[config.mk]
export PLATFORM = sky130hd
export DESIGN_NAME = cpu_trace_buffer_flat
export DESIGN_NICKNAME = d
export VERILOG_FILES = /design/src/rtl/cpu_trace_buffer_pkg.sv /design/src/rtl/cpu_trace_buffer_if.sv /design/src/rtl/cpu_trace_buffer_ram.sv /design/src/rtl/cpu_trace_buffer.sv /design/src/flat_wrapper.sv
export SDC_FILE = /design/constraint.sdc
export NUM_CORES = 1
export LEC_CHECK = 0
export CAP_MARGIN = 25
export CORE_MARGIN = 2
export CORE_UTILIZATION = 50
export CTS_CLUSTER_SIZE = 28
export DETAILED_ROUTE_END_ITERATION = 8
export PLACE_DENSITY = 0.67
export SYNTH_ARGS = -nofsm -noshare
export SYNTH_HDL_FRONTEND = slang
export SYNTH_SLANG_ARGS = --single-unit
[constraint.sdc]
create_clock -name clk -period 4.7 [get_ports clk]
set_input_delay 1.175 -clock clk [delete_from_list [all_inputs] [get_ports clk]]
set_output_delay 1.175 -clock clk [all_outputs]
set_load 0.01 [all_outputs]
[src/rtl/cpu_trace_buffer_pkg.sv]
// Shared debug types for the commit-trace buffer.
// Entry bundle, capture FSM states and mode codes.
package cpu_dbg_pkg;

  typedef enum logic [1:0] {
    IDLE,
    ARMED,
    POST,
    DRAIN
  } trace_state_t;

  typedef struct packed {
    logic [31:0] pc;
    logic [31:0] instr;
    logic        we;
    logic [4:0]  waddr;
    logic [31:0] wdata;
  } trace_entry_t;

  localparam logic TRACE_FILL = 1'b0;
  localparam logic TRACE_WRAP = 1'b1;

endpackage

[src/rtl/cpu_trace_buffer_if.sv]
// Read-out port of the trace buffer.
// Valid/ready handshake carrying one retired entry.
interface trace_rd_if;

  logic        rd_valid;
  logic        rd_ready;
  logic [31:0] rd_pc;
  logic [31:0] rd_instr;
  logic        rd_we;
  logic [4:0]  rd_waddr;
  logic [31:0] rd_wdata;

  modport master (
    output rd_valid,
    output rd_pc,
    output rd_instr,
    output rd_we,
    output rd_waddr,
    output rd_wdata,
    input  rd_ready
  );

  modport slave (
    input  rd_valid,
    input  rd_pc,
    input  rd_instr,
    input  rd_we,
    input  rd_waddr,
    input  rd_wdata,
    output rd_ready
  );

endinterface

[src/rtl/cpu_trace_buffer_ram.sv]
// Trace storage: sync write, async read.
// The array is not reset; validity is tracked by count.
module trace_ram
  import cpu_dbg_pkg::*;
#(
  parameter int DEPTH  = 16,
  parameter int ADDR_W = $clog2(DEPTH)
) (
  input  logic              clk,
  input  logic              we_i,
  input  logic [ADDR_W-1:0] waddr_i,
  input  trace_entry_t      wdata_i,
  input  logic [ADDR_W-1:0] raddr_i,
  output trace_entry_t      rdata_o
);

  trace_entry_t mem_q [DEPTH];

  // Write the retire bundle on the capture edge.
  always_ff @(posedge clk) begin
    if (we_i) mem_q[waddr_i] <= wdata_i;
  end

  assign rdata_o = mem_q[raddr_i];

endmodule

[src/rtl/cpu_trace_buffer.sv]
// Commit-trace capture buffer (FILL / WRAP modes).
// Captures retire bundles, then drains oldest-first.
module cpu_trace_buffer
  import cpu_dbg_pkg::*;
#(
  parameter int DEPTH     = 16,
  parameter int ADDR_W    = $clog2(DEPTH),
  parameter int POST_TRIG = DEPTH / 2
) (
  input  logic              clk,
  input  logic              rst_n,
  input  logic              arm,
  input  logic              mode,
  input  logic [31:0]       trig_pc,
  input  logic              cap_en,
  input  logic [31:0]       pc,
  input  logic [31:0]       instruction,
  input  logic              RegWrite,
  input  logic [4:0]        r3_addr_mux,
  input  logic [31:0]       reg_datain,
  trace_rd_if.master        rd,
  output logic [ADDR_W:0]   count,
  output logic              triggered,
  output logic              done
);

  localparam logic [ADDR_W:0]   FULL = (ADDR_W + 1)'(DEPTH);
  localparam logic [ADDR_W-1:0] PT   = ADDR_W'(POST_TRIG);

  trace_state_t      state_q, state_d;
  logic [ADDR_W-1:0] wr_ptr_q, wr_ptr_d;
  logic [ADDR_W:0]   count_q, count_d;
  logic [ADDR_W-1:0] post_cnt_q, post_cnt_d;
  logic              trig_q, trig_d;
  logic              mode_q, mode_d;
  logic [31:0]       trig_pc_q, trig_pc_d;
  logic              we;
  logic [ADDR_W-1:0] rd_ptr;
  trace_entry_t      wentry;
  trace_entry_t      rentry;

  assign wentry = '{pc: pc, instr: instruction, we: RegWrite,
                    waddr: r3_addr_mux, wdata: reg_datain};

  // Oldest held entry sits count slots behind the write pointer.
  assign rd_ptr = wr_ptr_q - count_q[ADDR_W-1:0];

  trace_ram #(.DEPTH(DEPTH), .ADDR_W(ADDR_W)) u_ram (
    .clk     (clk),
    .we_i    (we),
    .waddr_i (wr_ptr_q),
    .wdata_i (wentry),
    .raddr_i (rd_ptr),
    .rdata_o (rentry)
  );

  // Capture/drain state and bookkeeping registers.
  always_ff @(posedge clk or negedge rst_n) begin
    if (!rst_n) begin
      state_q    <= IDLE;
      wr_ptr_q   <= '0;
      count_q    <= '0;
      post_cnt_q <= '0;
      trig_q     <= 1'b0;
      mode_q     <= TRACE_FILL;
      trig_pc_q  <= '0;
    end else begin
      state_q    <= state_d;
      wr_ptr_q   <= wr_ptr_d;
      count_q    <= count_d;
      post_cnt_q <= post_cnt_d;
      trig_q     <= trig_d;
      mode_q     <= mode_d;
      trig_pc_q  <= trig_pc_d;
    end
  end

  // Next-state: arm, capture, post-trigger countdown, drain.
  always_comb begin
    state_d    = state_q;
    wr_ptr_d   = wr_ptr_q;
    count_d    = count_q;
    post_cnt_d = post_cnt_q;
    trig_d     = trig_q;
    mode_d     = mode_q;
    trig_pc_d  = trig_pc_q;
    we         = 1'b0;
    unique case (state_q)
      IDLE: begin
        if (arm) begin
          state_d   = ARMED;
          wr_ptr_d  = '0;
          count_d   = '0;
          trig_d    = 1'b0;
          mode_d    = mode;
          trig_pc_d = trig_pc;
        end
      end
      ARMED: begin
        if (cap_en) begin
          we       = 1'b1;
          wr_ptr_d = wr_ptr_q + 1'b1;
          if (count_q != FULL) count_d = count_q + 1'b1;
          if (mode_q == TRACE_FILL) begin
            if (count_q == FULL - 1'b1) state_d = DRAIN;
          end else if (pc == trig_pc_q) begin
            trig_d     = 1'b1;
            post_cnt_d = PT;
            state_d    = (POST_TRIG == 0) ? DRAIN : POST;
          end
        end
      end
      POST: begin
        if (cap_en) begin
          we         = 1'b1;
          wr_ptr_d   = wr_ptr_q + 1'b1;
          post_cnt_d = post_cnt_q - 1'b1;
          if (count_q != FULL) count_d = count_q + 1'b1;
          if (post_cnt_q == ADDR_W'(1)) state_d = DRAIN;
        end
      end
      DRAIN: begin
        if (count_q == '0) begin
          state_d = IDLE;
        end else if (rd.rd_ready) begin
          count_d = count_q - 1'b1;
          if (count_q == (ADDR_W + 1)'(1)) state_d = IDLE;
        end
      end
      default: state_d = IDLE;
    endcase
  end

  assign done        = (state_q == DRAIN);
  assign rd.rd_valid = done && (count_q != '0);
  assign rd.rd_pc    = rentry.pc;
  assign rd.rd_instr = rentry.instr;
  assign rd.rd_we    = rentry.we;
  assign rd.rd_waddr = rentry.waddr;
  assign rd.rd_wdata = rentry.wdata;
  assign count       = count_q;
  assign triggered   = trig_q;

endmodule

[src/flat_wrapper.sv]
// flat-port wrapper written by rule: the top's interface ports become plain ports
module cpu_trace_buffer_flat import cpu_dbg_pkg::*;
#(
  parameter int DEPTH     = 16,
  parameter int ADDR_W    = $clog2(DEPTH),
  parameter int POST_TRIG = DEPTH / 2
)
  (clk, rst_n, arm, mode, trig_pc, cap_en, pc, instruction, RegWrite, r3_addr_mux, reg_datain, count, triggered, done, rd_rd_valid, rd_rd_pc, rd_rd_instr, rd_rd_we, rd_rd_waddr, rd_rd_wdata, rd_rd_ready);
  trace_rd_if rd_i ();
  input  logic clk;
  input  logic rst_n;
  input  logic arm;
  input  logic mode;
  input  logic [31:0] trig_pc;
  input  logic cap_en;
  input  logic [31:0] pc;
  input  logic [31:0] instruction;
  input  logic RegWrite;
  input  logic [4:0] r3_addr_mux;
  input  logic [31:0] reg_datain;
  output logic [ADDR_W:0] count;
  output logic triggered;
  output logic done;
  output wire logic [$bits(rd_i.rd_valid)-1:0] rd_rd_valid;
  output wire logic [$bits(rd_i.rd_pc)-1:0] rd_rd_pc;
  output wire logic [$bits(rd_i.rd_instr)-1:0] rd_rd_instr;
  output wire logic [$bits(rd_i.rd_we)-1:0] rd_rd_we;
  output wire logic [$bits(rd_i.rd_waddr)-1:0] rd_rd_waddr;
  output wire logic [$bits(rd_i.rd_wdata)-1:0] rd_rd_wdata;
  input wire logic [$bits(rd_i.rd_ready)-1:0] rd_rd_ready;
  assign rd_rd_valid = rd_i.rd_valid;
  assign rd_rd_pc = rd_i.rd_pc;
  assign rd_rd_instr = rd_i.rd_instr;
  assign rd_rd_we = rd_i.rd_we;
  assign rd_rd_waddr = rd_i.rd_waddr;
  assign rd_rd_wdata = rd_i.rd_wdata;
  assign rd_i.rd_ready = rd_rd_ready;
  cpu_trace_buffer #(.DEPTH(DEPTH), .ADDR_W(ADDR_W), .POST_TRIG(POST_TRIG)) u_core (.clk(clk), .rst_n(rst_n), .arm(arm), .mode(mode), .trig_pc(trig_pc), .cap_en(cap_en), .pc(pc), .instruction(instruction), .RegWrite(RegWrite), .r3_addr_mux(r3_addr_mux), .reg_datain(reg_datain), .rd(rd_i), .count(count), .triggered(triggered), .done(done));
endmodule
==> reports/qor.csv <==
metric;value;unit
synth_cells;2998;
h-tree-depth;4;
clk_latency;0.79;ns
grt_pass1_vias;34700;
drt-total-wl;160000;um
die_w;364;um
fin_crit_sh;105;%
reg2reg_slack;1.32;ns
cp-startpoint;u_core.wr_ptr_q[0];
routabilityCongestion;0.763;
r2r_end;u_core.u_ram.mem_q[12][80];
port_buffers;249;
drive_gt1_share;37.3;%
grt_pass1_wl;234000;um
hpwl;85000;um
synthFlopType;edfxtp_1;
cts_hold_buf;0;
rows;132;
die_h;364;um
synth_fp_nets;3157;
crit_path_max_incr_delay;0.81;ns
grt_max_degree;72;
crit_chain;inv_2 -> ha_4 -> inv_2 -> fa_4 -> buf_6 -> buf_16 -> buf_12 -> buf_16 -> mux4_2 -> and2_4 -> a211oi_4 -> a31oi_4 -> buf_6;
drc;0;
fmax;202;MHz
antenna_left;0;
core-area;0.129;mm^2
cp-start-kind;flop;
setup_violations;100;
slew_violations;0;
arrival;3.78;ns
cts.sinks;1681;
slowest_stage;fa_4;
die_area;0.133;mm^2
root_buffer;clkbuf_16;
r2r-start;u_core.wr_ptr_q[0];
yosys_warnings;0;
ys_seq_elements;1681;
fin_ws;-0.255;ns
cts_tree;yes;
vias_per_cell;6.05;
syn_area;0.0649;mm^2
routedWlPerCell;29.3;um
antenna_found_initial;13;
io_pins;250;
fin_crit;4.95;ns
hp-class;in -> async;
end_kind;output port;
max_slew_margin;47.5;%
clk_pin_slew;0.06;ns
syn_to_final_growth;22.8;%
clock_path_buffers;3;
finalNetCount;3749;
finalSetupTns;-14.72;ns
grtUsageTotal;24.5;%
async_flop_share;2.91;%
violations;negative setup slack;
worstMarginPinSlew;0.785;ns
drt_iter0_markers;3568;
ys_seq_area_share;77.4;%
fill_cells;8799;
synth-edff-count;1632;
critical_path.max_fanout;7;
status;complete, but fails checks;
drtPass1Iterations;5;
hold_viol;0;
worstPathRequired;3.52;ns
start_util;50.2;%
overflow;0;
clock_skew;0.0222;ns
ys_types;51;
endpoint;rd_rd_instr[23];
rsz0062_at_grt;true;
maxCapViolations;0;
reg2regPathDepth;18;
numCtsBuffers;165;
dr_total_vias;33100;
avgSynthCellArea;21.6;um^2
critPathKind;reg -> out;
-- worst min path at each step --
stage                         start                   end  slack (ns)
2_1_floorplan  u_core.post_cnt_q[2]  u_core.post_cnt_q[2]        0.49
3_5_place_dp    u_core.trig_pc_q[2]   u_core.trig_pc_q[2]        0.51
6_report                      rst_n  u_core.trig_pc_q[29]        0.53
3_3_place_gp   u_core.post_cnt_q[2]  u_core.post_cnt_q[2]        0.51
5_1_grt         u_core.trig_pc_q[2]   u_core.trig_pc_q[2]        0.53
4_1_cts                       rst_n  u_core.trig_pc_q[21]        0.50
-- layout by cell type (no fill, tap or decap), drive strengths merged, types with 3 or more instances in the layout --
cell           synthesis  routed
mux2                  33      33
buf                   89     446
mux2i                  3       3
clkdlybuf4s50          0     146
ha                    18      18
o31ai                  7       7
bufinv                 0      10
nand3                  6       6
nor3b                  3       3
mux4                 408     408
nor2                   9       9
edfxtp              1632    1632
a31oi                102     102
nand2                218     218
clkinv                 0      63
clkbuf                82     215
nor3                   7       7
a211oi               102     102
diode                  0       6
xnor2                  3       3
and2                 118     118
o21ai                 11      11
a21oi                  5       5
clkinvlp               0       3
nor4                   8       8
nand4                  3       3
dfrtp                 49      49
inv                   14      24
xor2                  36      36
o211ai                 3       3
-- worst max-delay path, delay by kind of cell, from the launching register on --
family,cells,cell delay [ns]
adder cells (fa/ha/maj),2,0.94
AND/OR/NAND/NOR,1,0.18
flip-flops,1,0.41
AO/OA/AOI/OAI,2,0.34
multiplexers,1,0.30
buffers and inverters,7,0.81
-- stage by stage --
step | std cells | hold slack [ns] | worst slack [ns] | utilization, % | instance area, um^2
6_report | 5470 | 0.527 | -0.255 | 61.7 | 79600
5_1_grt | 5469 | 0.534 | -0.354 | 61.7 | 79600
4_1_cts | 5448 | 0.504 | -0.383 | 61.3 | 79200
3_5_place_dp | 5011 | 0.514 | -0.132 | 55.2 | 71300
3_3_place_gp | 5011 | 0.507 | -0.129 | 55.2 | 71300
2_1_floorplan | 2998 | 0.493 | 0.196 | - | 64900
-- final cells by class --
cell class              instances  area [um^2]  share of cell area, %
repair buffers                596         6850                   8.59
clock inverters                86          717                  0.900
diodes                          6         15.0                 0.0189
clock buffers                 213         4390                   5.52
flip-flops and latches       1681        50200                   63.1
multi-input cells            1132        15200                   19.1
well taps                    1742         2180                   2.74
inverters                      14         52.6                 0.0660
-- cell families after synthesis --
family | count (synthesis) | synth area share, %
AND/OR/NAND/NOR | 381 | 2.79
AO/OA/AOI/OAI | 249 | 2.65
flip-flops | 1681 | 77.4
buffers and inverters | 185 | 1.41
adder cells (fa/ha/maj) | 19 | 0.378
multiplexers | 444 | 14.8
XOR/XNOR | 39 | 0.538
-- layer usage --
metal	share of wire (%)	track usage, %	wire length, um	vias to the layer above
li1	-	-	-	13700
met1	40	34.0	64500	17700
met2	50	39.6	79400	1470
met3	7.7	4.88	12300	244
met4	2.6	7.62	4090	12
met5	0.037	0	59	-
-- registers in the layout (all words and copies together) (netlist names) --
register            count
u_core.u_ram.mem_q   1632
u_core.trig_pc_q       32
u_core.count            5
u_core.post_cnt_q       4
u_core.wr_ptr_q         4
u_core.state_q          2
u_core.mode_q           1
u_core.triggered        1
-- timing repair --
item	in CTS	in global routing
setup buffers	112	32
pin swaps	104	71
setup endpoints to repair	102	102
cloned	28	2
gates resized for setup	753	121
-- Yosys cell counts, drive strengths merged, types with 11 or more instances --
cell type     n  area (um^2)
edfxtp     1632        49000
mux4        408         9190
nand2       218          818
and2        118          738
a211oi      102          766
a31oi       102          638
buf          89          553
clkbuf       82          308
dfrtp        49         1230
xor2         36          315
mux2         33          372
ha           18          225
inv          14         52.6
o21ai        11         55.1
Power is not shown: default switching activity piles up to over one toggle a cycle in this logic, so the estimate is an artifact.
==> edit 1, RTL diff (same flow settings) <==
Re-encode `trace_state_t` (4 states) as Gray code, 2 bits wide.
--- a/src/rtl/cpu_trace_buffer_pkg.sv
+++ b/src/rtl/cpu_trace_buffer_pkg.sv
@@ -3,10 +3,10 @@
 package cpu_dbg_pkg;
 
   typedef enum logic [1:0] {
-    IDLE,
-    ARMED,
-    POST,
-    DRAIN
+    IDLE  = 2'b00,
+    ARMED = 2'b01,
+    POST  = 2'b11,
+    DRAIN = 2'b10
   } trace_state_t;
 
   typedef struct packed {
Behaviour: same outputs for any inputs over 4 cycles, from zero or initial values and one cycle with rst_n low; so few cycles prove little.
==> edit 1 against the unedited design <==
  * The run still ends with negative setup slack left
  * Routed wire length is 3.7% lower
  * Setup slack improved by 100 ps
  * Critical endpoint is now rd_rd_instr[8]
  * Sequential cell count is the same
  * Area after synthesis hardly changed
  * Global-route usage fell by 0.94 points
  * Final area decreased by 1.5%
  * Hold slack lost 130 ps
==> edit 1: results (changes against the unedited design) <==
[setup_path]
r2r_start = u_core.state_q[0]
r2r_cells = 4  ; -14
rr_endpoint = u_core.u_ram.mem_q[10][76]
max_stage_delay_ps = 780  ; -30 ps
crit_arrival_ps = 3680  ; -100 ps
reg2reg_slack_ps = 1910  ; +590 ps
cp-endpoint = rd_rd_instr[8]

[global_routing]
grt_pass1_wl_mm = 223.8  ; -4.2%
met1_usage = 0.3270  ; -0.01305
grt_util_met3 = 0.03893  ; -0.009854
grt_max_degree = 66  ; -8.3%
use_met2 = 0.3912  ; -0.004550
first_global_vias = 32860  ; -5.3%
track_usage = 0.2355  ; -0.009398
antenna_found_initial = 6  ; -7

[timing]
finalClockSkew_ps = 26.54  ; +4.295 ps
setup_viol = 84  ; -16%
fin_ws_ps = -150.3  ; +104.2 ps
hold_slack_ps = 399.0  ; -127.8 ps
finalSetupTns_ps = -5337  ; +9382 ps
max_slew_margin = 0.3585  ; -0.1166

[detailed_routing]
vias = 31270  ; -5.5%
drt_first_pass_iters = 6  ; +1
first_iter_violations = 3250  ; -8.9%

[synthesis]
yosysSeqAreaShare = 0.7745  ; about the same
synthAdderAreaFrac = 0.003010  ; -0.0007712
muxShareOfSynthArea = 0.1891  ; +0.04121
synth_xor_area_frac = 0.004997  ; -0.0003851
synth_compound_area_frac = 0.004457  ; -0.02209
synth_area_leaders = edfxtp_1 (76%), mux4_2 (14%), mux2i_1 (4.7%)
synth.net_count = 2969  ; -6.0%
synth_cell_types = 40  ; -22%

[status]
violations = negative setup slack
outcome = finished, violations left

[placed_design]
hpwl_mm = 82.88  ; -2.5%
place.gp.congestion = 0.8190  ; +7.4%

[cells_and_area]
nNetsFinal = 3514  ; -6.3%
fill_cells = 8867  ; +0.77%

[clock_tree]
cts-buffers-inserted = 168  ; +1.8%

[pwr]
p_total_mw = 66.75

==> edit 1: changes by cell type after synthesis, sizes merged, moves of 16 or more <==
cell	unedited run	this run
buf	89	105
and2	118	15
clkbuf	82	33
mux2i	3	307
a211oi	102	1
nand2	218	115
a31oi	102	0
mux2	33	0
==> edit 1: what timing repair did <==
action / CTS / global route
gates resized for setup: 584 / 58
setup buffers: 72 / 15
endpoints found under the setup margin: 102 / 102
cloned: 34 / 3
pin swaps: 3 / 1
==> edit 1: stage by stage <==
stage          cells  worst slack (ps)    util
5_1_grt         5230            -255.2  0.6076
2_1_floorplan   2814             257.5       -
6_report        5234            -150.3  0.6076
3_3_place_gp    4828            -70.95  0.5493
4_1_cts         5223            -265.7  0.6061
3_5_place_dp    4831             71.23  0.5497
==> edit 1: layout make-up <==
type,instances,share of cell area
Antenna cell,5,0.0001594
Clock buffer,202,0.05547
Clock inverter,96,0.01432
Inverter,13,0.0006537
Multi-Input combinational cell,982,0.1821
Sequential cell,1681,0.6401
Tap cell,1742,0.02777
Timing Repair Buffer,513,0.07941
==> edit 1: logic make-up after synthesis <==
family                     Yosys count
xor gates and xnor gates            37
buffers and inverters              151
AOI/OAI and AO/OA                   45
adders and majority gates           15
DFF                               1681
muxes                              715
and+or+nand+nor                    170
==> edit 1: critical path: cells and delay by family, from the launching register on <==
kind                     cells  cell delay (ps)
flip-flops                   1              410
adder cells (fa/ha/maj)      2              920
buffers and inverters        8              990
multiplexers                 3              560
==> edit 1: routing by layer <==
metal / routed length (microns) / share of wire / vias to the layer above
met1: 62870 / 0.41 / 16850
li1: - / - / 12950
met4: 3252 / 0.021 / 6
met5: 37 / 0.00024 / -
met3: 10160 / 0.066 / 247
met2: 78120 / 0.51 / 1223
==> edit 2, RTL diff (same flow settings) <==
Without the edit above. `DEPTH` is set to 16 in 3 places; all go to 8.
--- a/src/rtl/cpu_trace_buffer_ram.sv
+++ b/src/rtl/cpu_trace_buffer_ram.sv
@@ -3,7 +3,7 @@
 module trace_ram
   import cpu_dbg_pkg::*;
 #(
-  parameter int DEPTH  = 16,
+  parameter int DEPTH  = 8,
   parameter int ADDR_W = $clog2(DEPTH)
 ) (
   input  logic              clk,
--- a/src/rtl/cpu_trace_buffer.sv
+++ b/src/rtl/cpu_trace_buffer.sv
@@ -3,7 +3,7 @@
 module cpu_trace_buffer
   import cpu_dbg_pkg::*;
 #(
-  parameter int DEPTH     = 16,
+  parameter int DEPTH     = 8,
   parameter int ADDR_W    = $clog2(DEPTH),
   parameter int POST_TRIG = DEPTH / 2
 ) (
--- a/src/flat_wrapper.sv
+++ b/src/flat_wrapper.sv
@@ -1,7 +1,7 @@
 // flat-port wrapper written by rule: the top's interface ports become plain ports
 module cpu_trace_buffer_flat import cpu_dbg_pkg::*;
 #(
-  parameter int DEPTH     = 16,
+  parameter int DEPTH     = 8,
   parameter int ADDR_W    = $clog2(DEPTH),
   parameter int POST_TRIG = DEPTH / 2
 )
Ports: changed (resized count); port bits go from 250 to 249. The function was not compared with the original's and may differ.
==> edit 2 against the unedited design <==
  * Sequential cell count fell by 819
  * Final cell count fell by 50%
  * Final area fell by 49%
  * Setup slack improved by 250 ps
  * Via count fell by 52%
  * The run still ends with negative setup slack left
  * Area after synthesis fell by 48%
  * Routed wire length fell by 56%
  * Hold slack got worse by 7.0 ps
==> edit 2: results (changes against the unedited design) <==
[status]
outcome = finished, violations left
violations = negative setup slack

[placed_design]
place_area_sq_um = 37660  ; -47%
dp_cells = 2538  ; -49%
port_buffers = 248  ; -0.40%
pre_cts_ws_ps = 200.7  ; +332.8 ps

[timing]
hold_slack_ps = 519.8  ; -7.048 ps
fin_ws_ps = -1.711  ; +252.8 ps
finalSetupTns_ps = -1.711  ; +14720 ps
setup_viol = 1  ; -99%

[setup_path]
r2r_cells = 5  ; -13
max_stage_delay_ps = 440  ; -370 ps
rr_endpoint = u_core.u_ram.mem_q[5][46]
crit_arrival_ps = 3530  ; -250 ps

[synthesis]
synth_async_sr_flop_share = 0.05336  ; +0.02421
yosysSeqAreaShare = 0.7639  ; -0.01057
synth_edf_count = 816  ; -50%
yosys-top-cells-count = edfxtp_1 (816), mux2_2 (137), mux4_2 (128)
synth_area_leaders = edfxtp_1 (73%), mux4_2 (8.6%), mux4_1 (5.9%)

[detailed_routing]
viasPerCell = 5.773  ; -4.6%
first_iter_violations = 1176  ; -67%
wl_per_cell_microns = 25.88  ; -12%

[cells_and_area]
largest_reg_flops = 816  ; -50%

[clock_tree]
cts_resized = 243  ; -68%
cts_setup_buffers = 31  ; -72%

[global_routing]
first_global_vias = 16750  ; -52%
track_usage = 0.2076  ; -0.03731

[hold_path]
hold_class = reg -> reg

edit 2: changes by cell type in the layout (fill, tap and decap cells not counted), moves of 73 or more:
cell	change
nand2_1	-181
mux2_2	+95
a211oi_2	-73
and2_4	-101
edfxtp_1	-816
buf_4	-127
mux4_2	-267
clkbuf_16	-84
edit 2: metal layers:
metal  vias to the layer above  global-route usage
met2                       457              0.3358
met3                        87             0.04069
li1                       6837                   -
met4                         6             0.06178
met5                         -                   0
met1                      8436              0.2901
edit 2: cell type report:
| class | count | area share |
|---|---|---|
| flip-flops and latches | 862 | 0.6273 |
| multi-input cells | 490 | 0.1855 |
| repair buffers | 344 | 0.09061 |
| clock buffers | 103 | 0.05568 |
| well taps | 873 | 0.02671 |
| clock inverters | 55 | 0.01303 |
| inverters | 10 | 0.0009177 |
| diodes | 4 | 0.0002447 |
edit 2: logic make-up (layout without fill, tap and decap cells):
logic type                 Yosys count  count (layout)  share of synthesized area
muxes                              345             345                     0.1924
adders and majority gates           13              13                   0.005067
AOI/OAI and AO/OA                   34              34                   0.006855
and+or+nand+nor                     62              62                   0.009388
other                                0               4                          0
xor gates and xnor gates            36              36                   0.009388
buffers and inverters               76             512                    0.01300
DFF                                862             862                     0.7639
edit 2: how the worst max path moves through the flow:
| stage | startpoint | end | slack (ps) | depth (start not counted) |
|---|---|---|---|---|
| floorplan | cap_en | u_core.u_ram.mem_q[3][0] | -210 | 4 |
| global placement | u_core.count[0] | rd_rd_pc[27] | 260 | 10 |
| detailed placement | u_core.count[0] | rd_rd_pc[27] | 200 | 10 |
| CTS | u_core.wr_ptr_q[0] | rd_rd_wdata[19] | -110 | 12 |
| global route | u_core.wr_ptr_q[0] | rd_rd_wdata[31] | -90 | 15 |
| finish | u_core.wr_ptr_q[0] | rd_rd_wdata[31] | -2 | 15 |
